==> src/rtl/ct_ifu_ind_btb_access_if.sv <==
// ct_ifu_ind_btb_access_if: lookup/update request bus of the indirect BTB
//   master: drives rd_vld/rd_index and wr_vld/wr_index/wr_data;
//           receives rd_rdy, wr_rdy, rd_data_vld, rd_data
//   slave : the BTB access block
interface ct_ifu_ind_btb_access_if;
   logic        rd_vld;
   logic [7:0]  rd_index;
   logic        rd_rdy;
   logic        wr_vld;
   logic [7:0]  wr_index;
   logic [22:0] wr_data;
   logic        wr_rdy;
   logic        rd_data_vld;
   logic [22:0] rd_data;
   modport master (
      output rd_vld, rd_index, wr_vld, wr_index, wr_data,
      input  rd_rdy, wr_rdy, rd_data_vld, rd_data
   );
   modport slave (
      input  rd_vld, rd_index, wr_vld, wr_index, wr_data,
      output rd_rdy, wr_rdy, rd_data_vld, rd_data
   );
endinterface

==> src/rtl/ct_ifu_ind_btb_access.sv <==
// ct_ifu_ind_btb_access: indirect BTB array sequencer (invalidate walk, update, lookup)
//   forever_cpuclk/cpurst       : clock, synchronous active-high reset
//   cp0_ifu_ind_btb_en/_inv     : enable for lookups/updates, invalidate-all request
//   acc                         : lookup/update request bus (slave side)
//   inv_busy                    : invalidation walk in progress
//   ind_btb_*                   : single-port array control, write data and read data
module ct_ifu_ind_btb_access (
   input  logic                    forever_cpuclk,
   input  logic                    cpurst,
   input  logic                    cp0_ifu_ind_btb_en,
   input  logic                    cp0_ifu_ind_btb_inv,
   ct_ifu_ind_btb_access_if.slave  acc,
   output logic                    inv_busy,
   output logic                    ind_btb_cen_b,
   output logic                    ind_btb_wen_b,
   output logic                    ind_btb_clk_en,
   output logic [7:0]              ind_btb_index,
   output logic [22:0]             ind_btb_data_in,
   input  logic [22:0]             ind_btb_dout
);
   typedef enum logic {INV, IDLE} state_t;
   state_t      state, state_nxt;
   logic [7:0]  inv_cnt, inv_cnt_nxt;
   logic        inv_wr, wr_fire, rd_fire, rd_vld_q;
   logic [22:0] rd_hold;
   always_ff @(posedge forever_cpuclk)
      if (cpurst) begin
         state   <= INV;
         inv_cnt <= '0;
      end else begin
         state   <= state_nxt;
         inv_cnt <= inv_cnt_nxt;
      end
   // The counter wraps 255->0 on the last walk write, which is also where the walk ends.
   always_comb begin
      state_nxt   = cp0_ifu_ind_btb_inv ? INV :
                    (state == INV && inv_cnt != 8'hff) ? INV : IDLE;
      inv_cnt_nxt = (state == INV && !cp0_ifu_ind_btb_inv) ? inv_cnt + 8'd1 : 8'd0;
   end
   // Updates win over lookups; nothing is accepted in the cycle an invalidate is taken.
   always_comb begin
      inv_wr          = !cpurst && state == INV;
      inv_busy        = cpurst || state == INV;
      acc.wr_rdy      = !cpurst && state == IDLE && cp0_ifu_ind_btb_en && !cp0_ifu_ind_btb_inv;
      acc.rd_rdy      = acc.wr_rdy && !acc.wr_vld;
      wr_fire         = acc.wr_vld && acc.wr_rdy;
      rd_fire         = acc.rd_vld && acc.rd_rdy;
      ind_btb_cen_b   = !(inv_wr || wr_fire || rd_fire);
      ind_btb_wen_b   = !(inv_wr || wr_fire);
      ind_btb_clk_en  = !ind_btb_cen_b;
      ind_btb_index   = inv_wr ? inv_cnt : wr_fire ? acc.wr_index : rd_fire ? acc.rd_index : 8'd0;
      ind_btb_data_in = wr_fire ? acc.wr_data : 23'd0;
      acc.rd_data_vld = rd_vld_q && !cpurst;
      acc.rd_data     = cpurst ? 23'd0 : rd_vld_q ? ind_btb_dout : rd_hold;
   end
   // Array Q is only valid in the cycle after a read, so it is captured for later cycles.
   always_ff @(posedge forever_cpuclk)
      if (cpurst) begin
         rd_vld_q <= 1'b0;
         rd_hold  <= '0;
      end else begin
         rd_vld_q <= rd_fire;
         if (rd_vld_q) rd_hold <= ind_btb_dout;
      end
endmodule

==> src/flat_wrapper.sv <==
// flat-port wrapper written by rule: the top's interface ports become plain ports
module ct_ifu_ind_btb_access_flat 
  (forever_cpuclk, cpurst, cp0_ifu_ind_btb_en, cp0_ifu_ind_btb_inv, inv_busy, ind_btb_cen_b, ind_btb_wen_b, ind_btb_clk_en, ind_btb_index, ind_btb_data_in, ind_btb_dout, acc_rd_vld, acc_rd_index, acc_wr_vld, acc_wr_index, acc_wr_data, acc_rd_rdy, acc_wr_rdy, acc_rd_data_vld, acc_rd_data);
  ct_ifu_ind_btb_access_if acc_i ();
  input  logic forever_cpuclk;
  input  logic cpurst;
  input  logic cp0_ifu_ind_btb_en;
  input  logic cp0_ifu_ind_btb_inv;
  output logic inv_busy;
  output logic ind_btb_cen_b;
  output logic ind_btb_wen_b;
  output logic ind_btb_clk_en;
  output logic [7:0] ind_btb_index;
  output logic [22:0] ind_btb_data_in;
  input  logic [22:0] ind_btb_dout;
  input wire logic [$bits(acc_i.rd_vld)-1:0] acc_rd_vld;
  input wire logic [$bits(acc_i.rd_index)-1:0] acc_rd_index;
  input wire logic [$bits(acc_i.wr_vld)-1:0] acc_wr_vld;
  input wire logic [$bits(acc_i.wr_index)-1:0] acc_wr_index;
  input wire logic [$bits(acc_i.wr_data)-1:0] acc_wr_data;
  output wire logic [$bits(acc_i.rd_rdy)-1:0] acc_rd_rdy;
  output wire logic [$bits(acc_i.wr_rdy)-1:0] acc_wr_rdy;
  output wire logic [$bits(acc_i.rd_data_vld)-1:0] acc_rd_data_vld;
  output wire logic [$bits(acc_i.rd_data)-1:0] acc_rd_data;
  assign acc_i.rd_vld = acc_rd_vld;
  assign acc_i.rd_index = acc_rd_index;
  assign acc_i.wr_vld = acc_wr_vld;
  assign acc_i.wr_index = acc_wr_index;
  assign acc_i.wr_data = acc_wr_data;
  assign acc_rd_rdy = acc_i.rd_rdy;
  assign acc_wr_rdy = acc_i.wr_rdy;
  assign acc_rd_data_vld = acc_i.rd_data_vld;
  assign acc_rd_data = acc_i.rd_data;
  ct_ifu_ind_btb_access u_core (.forever_cpuclk(forever_cpuclk), .cpurst(cpurst), .cp0_ifu_ind_btb_en(cp0_ifu_ind_btb_en), .cp0_ifu_ind_btb_inv(cp0_ifu_ind_btb_inv), .acc(acc_i), .inv_busy(inv_busy), .ind_btb_cen_b(ind_btb_cen_b), .ind_btb_wen_b(ind_btb_wen_b), .ind_btb_clk_en(ind_btb_clk_en), .ind_btb_index(ind_btb_index), .ind_btb_data_in(ind_btb_data_in), .ind_btb_dout(ind_btb_dout));
endmodule
==> config.mk <==
export PLATFORM = sky130hd
export DESIGN_NAME = ct_ifu_ind_btb_access_flat
export DESIGN_NICKNAME = d
export VERILOG_FILES = /design/src/rtl/ct_ifu_ind_btb_access_if.sv /design/src/rtl/ct_ifu_ind_btb_access.sv /design/src/flat_wrapper.sv
export SDC_FILE = /design/constraint.sdc
export NUM_CORES = 1
export LEC_CHECK = 0
export BUFFER_PORTS_ARGS = -buffer_cell sky130_fd_sc_hd__clkbuf_2
export CAP_MARGIN = 25
export CORE_ASPECT_RATIO = 1.5
export CORE_MARGIN = 10
export CORE_UTILIZATION = 40
export DETAILED_ROUTE_END_ITERATION = 8
export HOLD_SLACK_MARGIN = 0.12
export PLACE_DENSITY_LB_ADDON = 0.05
export SLEW_MARGIN = 10
export SYNTH_ARGS = -nofsm -noshare
export SYNTH_HDL_FRONTEND = slang
export SYNTH_SLANG_ARGS = --single-unit
==> constraint.sdc <==
create_clock -name forever_cpuclk -period 3.1 [get_ports forever_cpuclk]
set_clock_uncertainty 0.15 [all_clocks]
set_input_delay 0.31 -clock forever_cpuclk [delete_from_list [all_inputs] [get_ports forever_cpuclk]]
set_output_delay 0.31 -clock forever_cpuclk [all_outputs]
set_load 0.02 [all_outputs]
==> qor.json <==
{
  "layout": {
    "finalNetCount": 377,
    "areaGrowthSynthToFinish_pct": 48.15,
    "final_area_um2": 2302,
    "num_antenna_cells": 0,
    "layout.core_utilization": 0.6195,
    "fraction_of_final_layout_cells_sized_beyond_drive_strength_1": 0.4463
  },
  "die": {
    "die_height_um": 96.34,
    "num_rows": 27,
    "die_area_um2": 6829,
    "core_region_area_um2": 3716,
    "initial_core_util": 0.4182,
    "die_width_um": 70.89,
    "ports": 129
  },
  "synthesis": {
    "syn_area_per_cell_um2": 8.586,
    "number_of_enable_flip_flop_cells_after_synthesis": 0,
    "ys.warnings.count": 0,
    "ys_top_cells_by_area": "sky130_fd_sc_hd__dfxtp_1 43%, sky130_fd_sc_hd__mux2i_1 15%, sky130_fd_sc_hd__and2_1 10%",
    "list_of_most_frequent_post_synthesis_cells": "33 x sky130_fd_sc_hd__dfxtp_1, 32 x sky130_fd_sc_hd__nor2_1, 25 x sky130_fd_sc_hd__and2_1",
    "mappedNetlistNets": 250,
    "syn_inst": 181,
    "synth_seq_area_share": 0.4251,
    "synth.top_cell.area_share": 0.4251,
    "yosys.cell_types.count": 30,
    "yosysMostFrequentCell": "sky130_fd_sc_hd__dfxtp_1",
    "synthDominantAreaCellType": "sky130_fd_sc_hd__dfxtp_1",
    "postSynth.topFlopCell": "sky130_fd_sc_hd__dfxtp_1",
    "yosys_register_bits": 33,
    "synthesis.area_um2": 1554,
    "synth_async_sr_flop_share": 0
  },
  "critical_path": {
    "worst-endpoint-required_ns": 2.64,
    "setup.worst_path.class": "in -> out",
    "max_stage_delay_ns": 0.54,
    "path_max_fanout": 24,
    "path_buf_inv": 4,
    "critical_path.endpoint_type": "output pin",
    "arrival_ns": 2.17,
    "slowest_stage_cell_on_the_critical_path": "sky130_fd_sc_hd__dlygate4sd3_1",
    "worstSetupStartpointType": "input port",
    "crit_chain": "dlygate4sd3_1 -> clkbuf_2 -> nand4bb_1 -> nor2_1 -> buf_4 -> and2_1 -> clkbuf_2",
    "worst_path_dominant_cell_family": "buffers and inverters",
    "crit_path_frequent_cell": "sky130_fd_sc_hd__clkbuf_2"
  },
  "power": {
    "power_density_nw_per_um2": 339.4,
    "peakVddDrop_mv": 0.2846,
    "p_leak_nw": 1.147
  },
  "timing": {
    "worst-slew-pin-transition_ns": 0.5083,
    "maximum_achievable_frequency_mhz": 380.7,
    "period_minus_slack_ns": 2.627,
    "final-max-slew-violation-count": 0,
    "finalHoldViolCount": 0,
    "finalCritPeriodShare": 0.8473,
    "setup_repair_after_global_routing_missed_its_margin": "no",
    "max_slew_margin": 0.6599,
    "setup_total_negative_slack_ns": 0,
    "setup_violating_endpoint_count_in_the_final_report": 0
  },
  "global_route": {
    "grt_start_max_net_pins": 31,
    "grt_antenna_before_repair": 0,
    "global_route.usage.met2": 0.2805,
    "grt_pass1_wl_um": 8542,
    "globalRouteMet1Util": 0.1388,
    "grt_use_total": 0.1513,
    "grt_pass1_vias": 1763,
    "grt.busiest_layer": "met2",
    "grt_overflow": 0,
    "grt_use_met3": 0.07209
  },
  "job": {
    "maxCapViolations": 0
  },
  "drt": {
    "detail_route.iter0.violations": 80,
    "route.detailed.drc": 0,
    "vias": 1632,
    "route.detailed.vias_per_inst": 4.663,
    "first_pass_iters": 3,
    "avgRoutedWirePerCell_um": 14.81,
    "postRouteWirelength_um": 5182,
    "antenna_left": 0
  },
  "clock_tree": {
    "cts-root-buf": "sky130_fd_sc_hd__clkbuf_8",
    "number_of_h_tree_levels": 2,
    "inserted_clock_buffers": 5,
    "worstSkewPairLatency_ns": 0.27,
    "total_setup_buffers_inserted_after_cts": 0,
    "number_of_clock_sinks": 33,
    "max_buffers_root_to_sink": 2,
    "cts_tree": "yes",
    "cts.reportedPaths.clkPinSlew_ns": 0.06
  },
  "placed_design": {
    "portBuffers": 128,
    "hpwl_um": 4453,
    "place_congestion": 0.7503,
    "dpl-instance-area_um2": 2218
  },
  "run_status": {
    "outcome": "completed"
  },
  "min_path": {
    "holdCritPathClass": "in -> reg"
  }
}
-- routing by layer --
| layer | routed length (µm) | part of all wire | vias to the layer above |
|---|---|---|---|
| li1 | - | - | 854 |
| met1 | 1815 | 0.35 | 697 |
| met2 | 2686 | 0.52 | 75 |
| met3 | 590 | 0.11 | 6 |
| met4 | 90 | 0.017 | 0 |
| met5 | 0 | 0 | - |
-- layout by cell type, fill, tap and decap left out, types with 3 or more instances in the layout --
master / count
sky130_fd_sc_hd__and2_1: 25
sky130_fd_sc_hd__nor2_1: 32
sky130_fd_sc_hd__o21ai_0: 9
sky130_fd_sc_hd__nand2_1: 11
sky130_fd_sc_hd__clkbuf_8: 5
sky130_fd_sc_hd__a22oi_1: 8
sky130_fd_sc_hd__inv_1: 4
sky130_fd_sc_hd__dfxtp_1: 33
sky130_fd_sc_hd__buf_4: 3
sky130_fd_sc_hd__mux2i_1: 23
sky130_fd_sc_hd__clkbuf_2: 128
sky130_fd_sc_hd__nand3_1: 3
-- worst paths after layout --
| path | from | slack, ns | depth (start not counted) | to |
|---|---|---|---|---|
| worst max-delay path | cp0_ifu_ind_btb_inv | 0.47 | 7 | ind_btb_data_in[15] |
| worst min register to register | u_core.inv_cnt[0] | 0.34 | 1 | u_core.inv_cnt[0] |
| worst min-delay path | acc_rd_vld | 0.14 | 2 | u_core.rd_vld_q |
| worst max register to register | u_core.state | 1.68 | 3 | u_core.rd_vld_q |
-- stage by stage --
step	worst slack, ns	instances	hold WS, ns	power [mW]
3_5_place_dp	1.032	343	0.3292	0.5085
4_1_cts	0.4675	350	0.1316	0.7944
3_3_place_gp	1.084	343	0.3197	0.5073
6_report	0.4734	350	0.1419	0.7813
2_1_floorplan	1.283	181	0.2368	0.4611
5_1_grt	0.2771	350	0.1452	0.8183
-- registers in the layout (all words and copies together), names as in the netlist --
signal           cells
u_core.inv_cnt       8
u_core.rd_hold      23
u_core.rd_vld_q      1
u_core.state         1
-- layout make-up --
class                      instances  area, µm²
clock buffer                       5      68.82
inverter                           4      15.01
clock inverter                     1      5.005
tap                               43      53.80
multi-input combinational        132      825.8
timing repair buffer             132      673.1
fill                             366       1414
sequential                        33      660.6
-- cells by family (layout without fill, tap and decap cells) --
kind of cell	count (synthesis)	after routing	share of synthesized area
and+or+nand+nor	82	82	0.2617
DFF	33	33	0.4251
AOI/OAI and AO/OA	23	23	0.09662
muxes	23	23	0.1481
buffers and inverters	16	142	0.04348
xor gates and xnor gates	3	3	0.01691
adders and majority gates	1	1	0.008050
-- power by group --
| group | switching [mW] | internal, mW | total [mW] |
|---|---|---|---|
| combinational | 0.0311 | 0.0409 | 0.0720 |
| sequential | 0.00162 | 0.425 | 0.427 |
| clock | 0.135 | 0.147 | 0.282 |
-- what timing repair did --
action	CTS	global route
hold endpoints to repair	1	0
resized for setup	0	0
hold buffers	1	0
Note: power is estimated with default switching activity, not from simulation.
